===== config.mk =====
export PLATFORM = sky130hd
export DESIGN_NAME = game_screen_sequencer_flat
export DESIGN_NICKNAME = d
export VERILOG_FILES = /design/src/rtl/game_screen_sequencer_if.sv /design/src/rtl/game_screen_sequencer.sv /design/src/flat_wrapper.sv
export SDC_FILE = /design/constraint.sdc
export NUM_CORES = 1
export LEC_CHECK = 0
export CAP_MARGIN = 20
export CORE_ASPECT_RATIO = 1.75
export CORE_MARGIN = 2
export CORE_UTILIZATION = 55
export CTS_CLUSTER_SIZE = 12
export DETAILED_ROUTE_END_ITERATION = 8
export GPL_TIMING_DRIVEN = 0
export PLACE_DENSITY = 0.77
export SLEW_MARGIN = 25
export SYNTH_ARGS = -nofsm -noshare
export SYNTH_HDL_FRONTEND = slang
export SYNTH_SLANG_ARGS = --single-unit

===== constraint.sdc =====
create_clock -name clk -period 2.1 [get_ports clk]
set_input_delay 0.63 -clock clk [delete_from_list [all_inputs] [get_ports clk]]
set_output_delay 0.63 -clock clk [all_outputs]
set_load 0.005 [all_outputs]

===== src/rtl/game_screen_sequencer_if.sv =====
// Screen sequencer bus: raw controls in, screen selection and blanking out.
interface game_screen_sequencer_if;
  logic       sw;
  logic       btnR;
  logic       btnL;
  logic       frame_tick;
  logic [3:0] screen_idx;
  logic       blank;
  logic       active;
  logic       at_last;
  logic       change;

  modport master (
    output sw, btnR, btnL, frame_tick,
    input  screen_idx, blank, active, at_last, change
  );

  modport slave (
    input  sw, btnR, btnL, frame_tick,
    output screen_idx, blank, active, at_last, change
  );
endinterface


===== src/rtl/game_screen_sequencer.sv =====
// OLED screen page sequencer: synchronized/debounced buttons, forward/back
// navigation with optional wrap, optional auto-advance and frame-aligned blanking.
module game_screen_sequencer #(
  parameter int NUM_SCREENS     = 13,
  parameter int DEBOUNCE_CYCLES = 16,
  parameter int BLANK_FRAMES    = 4,
  parameter int AUTO_FRAMES     = 0,
  parameter int WRAP            = 1
) (
  input  logic                   clk,
  input  logic                   reset,
  game_screen_sequencer_if.slave bus
);
  localparam int DW = $clog2(DEBOUNCE_CYCLES + 1);
  localparam int BW = (BLANK_FRAMES > 0) ? $clog2(BLANK_FRAMES + 1) : 1;
  localparam int AW = (AUTO_FRAMES > 0) ? $clog2(AUTO_FRAMES + 1) : 1;
  localparam logic [DW-1:0] DCNT_MAX = DW'(DEBOUNCE_CYCLES - 1);
  localparam logic [BW-1:0] BCNT_MAX = BW'(BLANK_FRAMES - 1);
  localparam logic [AW-1:0] FCNT_MAX = AW'(AUTO_FRAMES - 1);
  localparam logic [3:0]    IDX_LAST = 4'(NUM_SCREENS - 1);

  typedef enum logic [1:0] {IDLE, SHOW, BLANK} state_t;

  logic [1:0]         r_sw_s;
  logic [1:0]         r_btn_s1, r_btn_s2;   // bit 0 = btnR, bit 1 = btnL
  logic [1:0]         r_acc, r_acc_d;
  logic [1:0][DW-1:0] r_dcnt;
  state_t             r_state;
  logic [3:0]         r_idx;
  logic               r_blank, r_active, r_change;
  logic [BW-1:0]      r_bcnt;
  logic [AW-1:0]      r_fcnt;

  logic       w_sw, w_pn, w_pp, w_auto, w_last, w_first, w_ev;
  logic [3:0] w_tgt, w_next, w_prev;
  logic       w_next_ok, w_prev_ok;

  assign w_sw   = r_sw_s[1];
  assign w_pn   = r_acc[0] & ~r_acc_d[0];
  assign w_pp   = r_acc[1] & ~r_acc_d[1];
  assign w_auto = (AUTO_FRAMES != 0) && bus.frame_tick && (r_fcnt == FCNT_MAX);

  assign w_last    = (r_idx == IDX_LAST);
  assign w_first   = (r_idx == 4'd0);
  assign w_next    = w_last  ? 4'd0     : r_idx + 4'd1;
  assign w_prev    = w_first ? IDX_LAST : r_idx - 4'd1;
  assign w_next_ok = !w_last  || (WRAP != 0);
  assign w_prev_ok = !w_first || (WRAP != 0);

  // Event arbitration: a lone button wins; a double press cancels everything,
  // auto only fires when no button is pressed.
  always_comb begin
    w_ev  = 1'b0;
    w_tgt = r_idx;
    if (w_pn && !w_pp) begin
      w_ev  = w_next_ok;
      w_tgt = w_next;
    end else if (w_pp && !w_pn) begin
      w_ev  = w_prev_ok;
      w_tgt = w_prev;
    end else if (!w_pn && !w_pp && w_auto) begin
      w_ev  = w_next_ok;
      w_tgt = w_next;
    end
  end

  // Input synchronizers and button debounce (accepted level flips after a
  // full run of disagreeing synced samples).
  always_ff @(posedge clk or posedge reset) begin
    if (reset) begin
      r_sw_s   <= '0;
      r_btn_s1 <= '0;
      r_btn_s2 <= '0;
      r_acc    <= '0;
      r_acc_d  <= '0;
      r_dcnt   <= '0;
    end else begin
      r_sw_s   <= {r_sw_s[0], bus.sw};
      r_btn_s1 <= {bus.btnL, bus.btnR};
      r_btn_s2 <= r_btn_s1;
      r_acc_d  <= r_acc;
      for (int b = 0; b < 2; b++) begin
        if (r_btn_s2[b] != r_acc[b]) begin
          if (r_dcnt[b] == DCNT_MAX) begin
            r_acc[b]  <= r_btn_s2[b];
            r_dcnt[b] <= '0;
          end else begin
            r_dcnt[b] <= r_dcnt[b] + 1'b1;
          end
        end else begin
          r_dcnt[b] <= '0;
        end
      end
    end
  end

  // Screen FSM with registered outputs; disable overrides every state.
  always_ff @(posedge clk or posedge reset) begin
    if (reset) begin
      r_state  <= IDLE;
      r_idx    <= 4'd0;
      r_blank  <= 1'b1;
      r_active <= 1'b0;
      r_change <= 1'b0;
      r_bcnt   <= '0;
      r_fcnt   <= '0;
    end else begin
      r_change <= 1'b0;
      if (!w_sw) begin
        r_state  <= IDLE;
        r_idx    <= 4'd0;
        r_blank  <= 1'b1;
        r_active <= 1'b0;
        r_bcnt   <= '0;
        r_fcnt   <= '0;
        r_change <= (r_idx != 4'd0);
      end else begin
        case (r_state)
          IDLE: begin
            r_state  <= SHOW;
            r_blank  <= 1'b0;
            r_active <= 1'b1;
            r_fcnt   <= '0;
          end
          SHOW: begin
            if (w_ev) begin
              r_idx    <= w_tgt;
              r_change <= 1'b1;
              r_fcnt   <= '0;
              if (BLANK_FRAMES != 0) begin
                r_state <= BLANK;
                r_blank <= 1'b1;
                r_bcnt  <= '0;
              end
            end else if ((AUTO_FRAMES != 0) && bus.frame_tick) begin
              r_fcnt <= (r_fcnt == FCNT_MAX) ? '0 : r_fcnt + 1'b1;
            end
          end
          BLANK: begin
            if (bus.frame_tick) begin
              if (r_bcnt == BCNT_MAX) begin
                r_state <= SHOW;
                r_blank <= 1'b0;
                r_bcnt  <= '0;
                r_fcnt  <= '0;
              end else begin
                r_bcnt <= r_bcnt + 1'b1;
              end
            end
          end
          default: r_state <= IDLE;
        endcase
      end
    end
  end

  assign bus.screen_idx = r_idx;
  assign bus.blank      = r_blank;
  assign bus.active     = r_active;
  assign bus.change     = r_change;
  assign bus.at_last    = (r_idx == IDX_LAST);
endmodule


===== src/flat_wrapper.sv =====
// flat-port wrapper written by rule: the top's interface ports become plain ports
module game_screen_sequencer_flat 
#(
  parameter int NUM_SCREENS     = 13,
  parameter int DEBOUNCE_CYCLES = 16,
  parameter int BLANK_FRAMES    = 4,
  parameter int AUTO_FRAMES     = 0,
  parameter int WRAP            = 1
)
  (clk, reset, bus_sw, bus_btnR, bus_btnL, bus_frame_tick, bus_screen_idx, bus_blank, bus_active, bus_at_last, bus_change);
  game_screen_sequencer_if bus_i ();
  input  logic clk;
  input  logic reset;
  input wire logic [$bits(bus_i.sw)-1:0] bus_sw;
  input wire logic [$bits(bus_i.btnR)-1:0] bus_btnR;
  input wire logic [$bits(bus_i.btnL)-1:0] bus_btnL;
  input wire logic [$bits(bus_i.frame_tick)-1:0] bus_frame_tick;
  output wire logic [$bits(bus_i.screen_idx)-1:0] bus_screen_idx;
  output wire logic [$bits(bus_i.blank)-1:0] bus_blank;
  output wire logic [$bits(bus_i.active)-1:0] bus_active;
  output wire logic [$bits(bus_i.at_last)-1:0] bus_at_last;
  output wire logic [$bits(bus_i.change)-1:0] bus_change;
  assign bus_i.sw = bus_sw;
  assign bus_i.btnR = bus_btnR;
  assign bus_i.btnL = bus_btnL;
  assign bus_i.frame_tick = bus_frame_tick;
  assign bus_screen_idx = bus_i.screen_idx;
  assign bus_blank = bus_i.blank;
  assign bus_active = bus_i.active;
  assign bus_at_last = bus_i.at_last;
  assign bus_change = bus_i.change;
  game_screen_sequencer #(.NUM_SCREENS(NUM_SCREENS), .DEBOUNCE_CYCLES(DEBOUNCE_CYCLES), .BLANK_FRAMES(BLANK_FRAMES), .AUTO_FRAMES(AUTO_FRAMES), .WRAP(WRAP)) u_core (.clk(clk), .reset(reset), .bus(bus_i));
endmodule

Word-level counts from Yosys, hierarchy flattened:

Cells that the tools add are included.

* register bits after elaboration: 32
* bits of input ports: 6
* output and inout port bits: 8
* logic and storage cells: 86

* add/sub/neg operators: 5
* eq/ne operators: 17
* multiplexer cells: 33
* bitwise logic cells: 4
* reductions and logical operators: 13

Operator list (number)
* $mux 4: 7
* $mux 5: 4
* $ne 3x3->1 const B: 5
* $mux 3: 4
* $mux 1: 11
* $add 5x1->5 const B: 2
* $eq 5x4->1 const B: 2
* $reduce_and 3->1: 3
* $mux 2: 4
* $ne 2x2->1 const B: 3
* $pmux 2 s3: 1
* $pmux 3 s2: 1
* $add 4x1->4 const B: 1
* $eq 4x4->1 const B: 1
* $logic_not 4->1: 1
* $ne 4x4->1 const B: 1
* $reduce_and 2->1: 2
* $reduce_and 4->1: 1
* $reduce_bool 4->1: 1
* $sub 4x1->4 const B: 1
* $add 3x1->3 const B: 1
* $eq 3x2->1 const B: 1
* $pmux 1 s3: 1
* $and 1x1->1: 2
* 7 further kinds: 11

Depth between registers and ports, before layout:

* depth after elaboration: 9
* mapped depth: 7
* mapped depth without buffers: 6

Least setup slack after synthesis:

OpenSTA, ideal clock, no wires.

* path type: flip-flop to flip-flop
* start: reg u_core.r_acc[0]
* end: reg u_core.r_idx[3], in the netlist u_core.bus.screen_idx[3]
* setup time: 119 ps
* arrival: 1679 ps
* required time: 1981 ps
* path slack: 302 ps
* stages on the path, launching flop included: 8
* path buffers: 1
* period minus slack after synthesis: 1798 ps
* cell sequence: dfrtp_1 > nor2b_1 > ha_1 > buf_4 > or3_4 > a221oi_2 > o22ai_1 > o21a_1

* cells in the longest elaborated chain, start to end: 7
* elaborated cells between the ends (all ways): 13
* classes of those cells: 2 x eq/ne; 6 x mux; 1 x bitwise; 4 x reduce/logical

Ends and longest elaborated chain
* start: declaration: RTL line game_screen_sequencer.sv:26 `logic [1:0] r_acc, r_acc_d;`
* start signal: indexed assignment: RTL line game_screen_sequencer.sv:85 `r_acc[b] <= r_btn_s2[b];`
* $and 1x1->1 *: RTL line game_screen_sequencer.sv:39 `assign w_pn = r_acc[0] & ~r_acc_d[0];`
* $logic_not 1->1: RTL line game_screen_sequencer.sv:58 `end else if (w_pp && !w_pn) begin`
* $logic_and 1x1->1: RTL line game_screen_sequencer.sv:58
* $mux 1: RTL line game_screen_sequencer.sv:58
* $mux 1: RTL line game_screen_sequencer.sv:55 `if (w_pn && !w_pp) begin`
* $ne 2x2->1 (no line)
* $reduce_and 3->1 (no line)
* end signal: assignment: RTL line game_screen_sequencer.sv:127 `r_idx <= w_tgt;`
* end: declaration: RTL line game_screen_sequencer.sv:29 `logic [3:0] r_idx;`

Every way passes the cells marked *; elsewhere a longest branch is shown, timed or not. The select of a mux whose other input is x is not followed.
A chain may end at the register's enable or synchronous reset.

Final worst setup path:

* start: reg u_core.r_blank, in the netlist u_core.bus.blank
* end: out bus_blank

RTL lines
* start: declaration: RTL line game_screen_sequencer.sv:30 `logic r_blank, r_active, r_change;`
* start signal: assignment: RTL line game_screen_sequencer.sv:102 `r_blank <= 1'b1;`
* start signal: assignment: RTL line game_screen_sequencer.sv:112 `r_blank <= 1'b1;`
* start signal: assignment: RTL line game_screen_sequencer.sv:121 `r_blank <= 1'b0;`
* end: declaration: RTL line flat_wrapper.sv:19 `output wire logic [$bits(bus_i.blank)-1:0] bus_blank;`

No word-level cell between the ends.

==> summary.md <==
| Metric | Value |
|---|---|
| Via/cell ratio | `between 5 and 6` |
| Synth top area share | `between 50% and 60%` |
| Reg area | `805 µm²` |
| VDD IR max | `0.550 mV` |
| CP cell instances | `clkdlybuf4s50_1` |
| Ys flop type | `dfrtp_1` |
| CTS buffer count | `5` |
| Final slew viol count | `0` |
| Rows | `25` |
| Highest attainable clock frequency | `slightly above 500 MHz` |
| Final core occ | `between 60% and 70%` |
| Final Hold Vio Count | `0` |
| Synth Register Bits | `32` |
| Period Utilization, post-route | `92.9%` |
| Post-DRT Antenna Nets | `0` |
| Crit path from | `u_core.bus.blank` |
| Top cells by area, synth | `dfrtp_1 51%, ha_1 8.2%, nor2_1 3.9%` |
| 1st-pass router iterations | `4` |
| CP endpoint | `bus_blank` |
| Final setup fails | `0` |
| Yosys warns | `0` |
| Status | `completed` |
| IO Count | `14` |
| Slowest stage delay, CP | `0.55 ns` |
| Minimum clock period | `around 2.0 ns` |
| Clock Skew | `0.00759 ns` |
| Syn Inst Count | `about 140` |
| Post-DR wirelength/cell | `between 10 and 15 µm` |
| CP delay by family, top | `flip-flops` |
| Placed Area | `around 0.0017 mm²` |
| Final #Nets | `roughly 180` |
| Htree depth | `2` |
| Post-synthesis sequential area ratio | `between 50% and 60%` |
| Power Dens Cells | `around 800 mW/mm²` |
| CP Depth | `1` |
| CP Class | `flop to output pin` |
| P&R area growth vs syn | `18.1%` |
| R2r worst-path depth | `7` |
| Max Cap Viol | `0` |
| Netlist cell types | `35` |
| Clock slew at reported path FFs | `about 0.050 ns` |
| Remaining global-route overflow | `0` |
| Clk_lat worst skew | `about 0.28 ns` |
| IO Port Bufs | `13` |
| Vias in the first global route | `slightly above 1,000` |
| Die X | `between 40 and 50 µm` |
| CTS Root Cell | `clkbuf_8` |
| CTS tree | `done` |
| Detailed Route WL | `2.63 mm` |
| Post-DP HPWL | `roughly 1.9 mm` |
| LEAKAGE | `~0.00087 µW` |
| R2R Setup Slk | `~0.2 ns` |
| Residual DRC | `0` |
| Gr usage total | `slightly below 20%` |
| Hold-fix buffers, CTS | `0` |
| Critical path required time | `1.47 ns` |
| Final std cells w/o fill | `approximately 190` |
| Worst hold path class | `flop to flop` |
| Syn_nets | `between 150 and 200` |
| Avg Cell Area, Syn | `between 10 and 15 µm²` |
| CTS sink cnt | `32` |
| Worst slew margin | `roughly three fifths` |
| Starting utilization of the core area | `57.5%` |
| Core Region | `approximately 0.0027 mm²` |
| RR Endpoint | `u_core.bus.screen_idx[3]` |
| Placer congestion estimate | `~0.80` |
| Reg-to-reg startpoint | `u_core.r_acc[0]` |
| CTS Buffer Depth | `2` |
| Design Area, Final | `between 0.0015 and 0.002 mm²` |
| Multi-input gate area | `~670 µm²` |
| Worst slew pin tran | `~0.62 ns` |
| Synthesized area | `0.00153 mm²` |
| Ys async rst share | `100%` |
| CP max-delay cell | `dfstp_2` |
| Crit path max fanout | `3` |
| Leading area contributor after synthesis | `dfrtp_1` |
| Die Y | `roughly 74 µm` |
| Crit. End Element | `output pin` |
| First-pass GRT wire length | `approximately 4.5 mm` |
| Fillcell total | `~220` |
| Die area | `0.00323 mm²` |
| RSZ-0062 raised after global routing | `no` |
| # diodes | `0` |
| Placed Cells | `181` |
| DR vias | `approximately 1,100` |
| Largest net degree at the start of global routing | `33` |
| Share of layout cells above drive strength 1 | `about 16%` |
| Drt initial violations | `16` |
| Worst EP arrival | `roughly 1.3 ns` |
| Type of origin of the critical path | `flop` |
| WP buf/inv | `1` |
| Initial antenna violation count | `0` |
| Number of synthesized flops with an enable pin | `0` |
final cells by class:
type,count,share of cell area [%]
multi-input cells,95,37.4
flip-flops and latches,32,44.6
plain buffers,3,1.25
repair buffers,16,8.39
inverters,10,2.08
clock buffers,8,4.44
well taps,27,1.87
layer usage:
metal	global-route usage (%)	wire (µm)	vias up	share of wire [%]
met2	35.6	1490	20	57
met3	5.16	94	5	3.6
met1	19.0	971	509	37
met4	12.1	71	0	2.7
met5	0	0	-	0
li1	-	-	525	-
worst min-delay path by stage:
stage	cells past startpoint	endpoint	slack, ns	from
after floorplan	0	u_core.r_btn_s2[0]	0.33	u_core.r_btn_s1[0]
after global placement	0	u_core.r_sw_s[1]	0.33	u_core.r_sw_s[0]
after detailed placement	0	u_core.r_btn_s2[0]	0.34	u_core.r_btn_s1[0]
after CTS	0	u_core.r_sw_s[1]	0.36	u_core.r_sw_s[0]
after global routing	0	u_core.r_sw_s[1]	0.36	u_core.r_sw_s[0]
final	0	u_core.r_sw_s[1]	0.35	u_core.r_sw_s[0]
cells by family (layout without fill, tap and decap cells):
kind of cell	after synthesis	after routing	synth area share [%]
fa+ha+maj	10	10	8.19
xor+xnor	6	6	3.44
compound gates	26	26	11.5
buf+inv	14	37	4.18
simple gates	46	46	15.3
mux	7	7	4.91
flops	32	32	52.5
sequential cells by signal (all words and copies together), names as in the netlist, 2 cells and up:
| signal | cells |
|---|---|
| u_core.r_dcnt | 10 |
| u_core.r_acc_d | 2 |
| u_core.r_acc | 2 |
| u_core.r_btn_s2 | 2 |
| u_core.r_state | 2 |
| u_core.r_sw_s | 2 |
| u_core.r_btn_s1 | 2 |
| u_core.r_bcnt | 3 |
| u_core.bus.screen_idx | 4 |
cells in the final DEF, fill, tap and decap left out, types with 2 or more instances in the layout:
master	count
dfrtp_2	2
o21a_1	2
inv_1	8
clkbuf_1	4
inv_2	2
nor2b_1	2
clkdlybuf4s50_1	12
nor2_1	16
mux2_2	4
ha_1	9
and2_1	6
xor2_1	6
buf_4	4
and3_1	3
a21oi_1	8
dfrtp_1	29
mux2i_1	3
or3_1	2
nand2b_1	3
nand3_1	5
nand2_1	5
o21ai_0	6
clkbuf_8	5
report_power, final:
group	internal (µW)	switching (µW)	total, µW
Sequential	675	40.5	715
Clock	235	202	437
Combinational	152	160	313
Total	1060	403	1460
repair_timing:
item / CTS / global route
setup endpoints to repair: 1 / 0
gates resized for setup: 6 / 0
buffers inserted: 3 / 0
per-stage QoR:
stage                     total power, µW  setup WS (ns)  hold WS, ns  TNS [ns]
after floorplan                       940          0.302        0.331         0
after global placement               1020         -0.180        0.334    -0.180
after detailed placement             1040         -0.218        0.344    -0.218
after CTS                            1480          0.145        0.356         0
after global routing                 1560         0.0983        0.358         0
final                                1460          0.150        0.354         0
synthesized netlist by cell type, drive strengths merged, types with 3 or more instances:
cell type,n
nand3,5
a21oi,8
and2,6
or3,4
xor2,6
dfrtp,31
nand2b,3
o21ai,6
mux2i,3
nand2,5
ha,10
nor2,16
mux2,4
inv,10
and3,3
No activity file was read; power rests on OpenSTA's default activity.
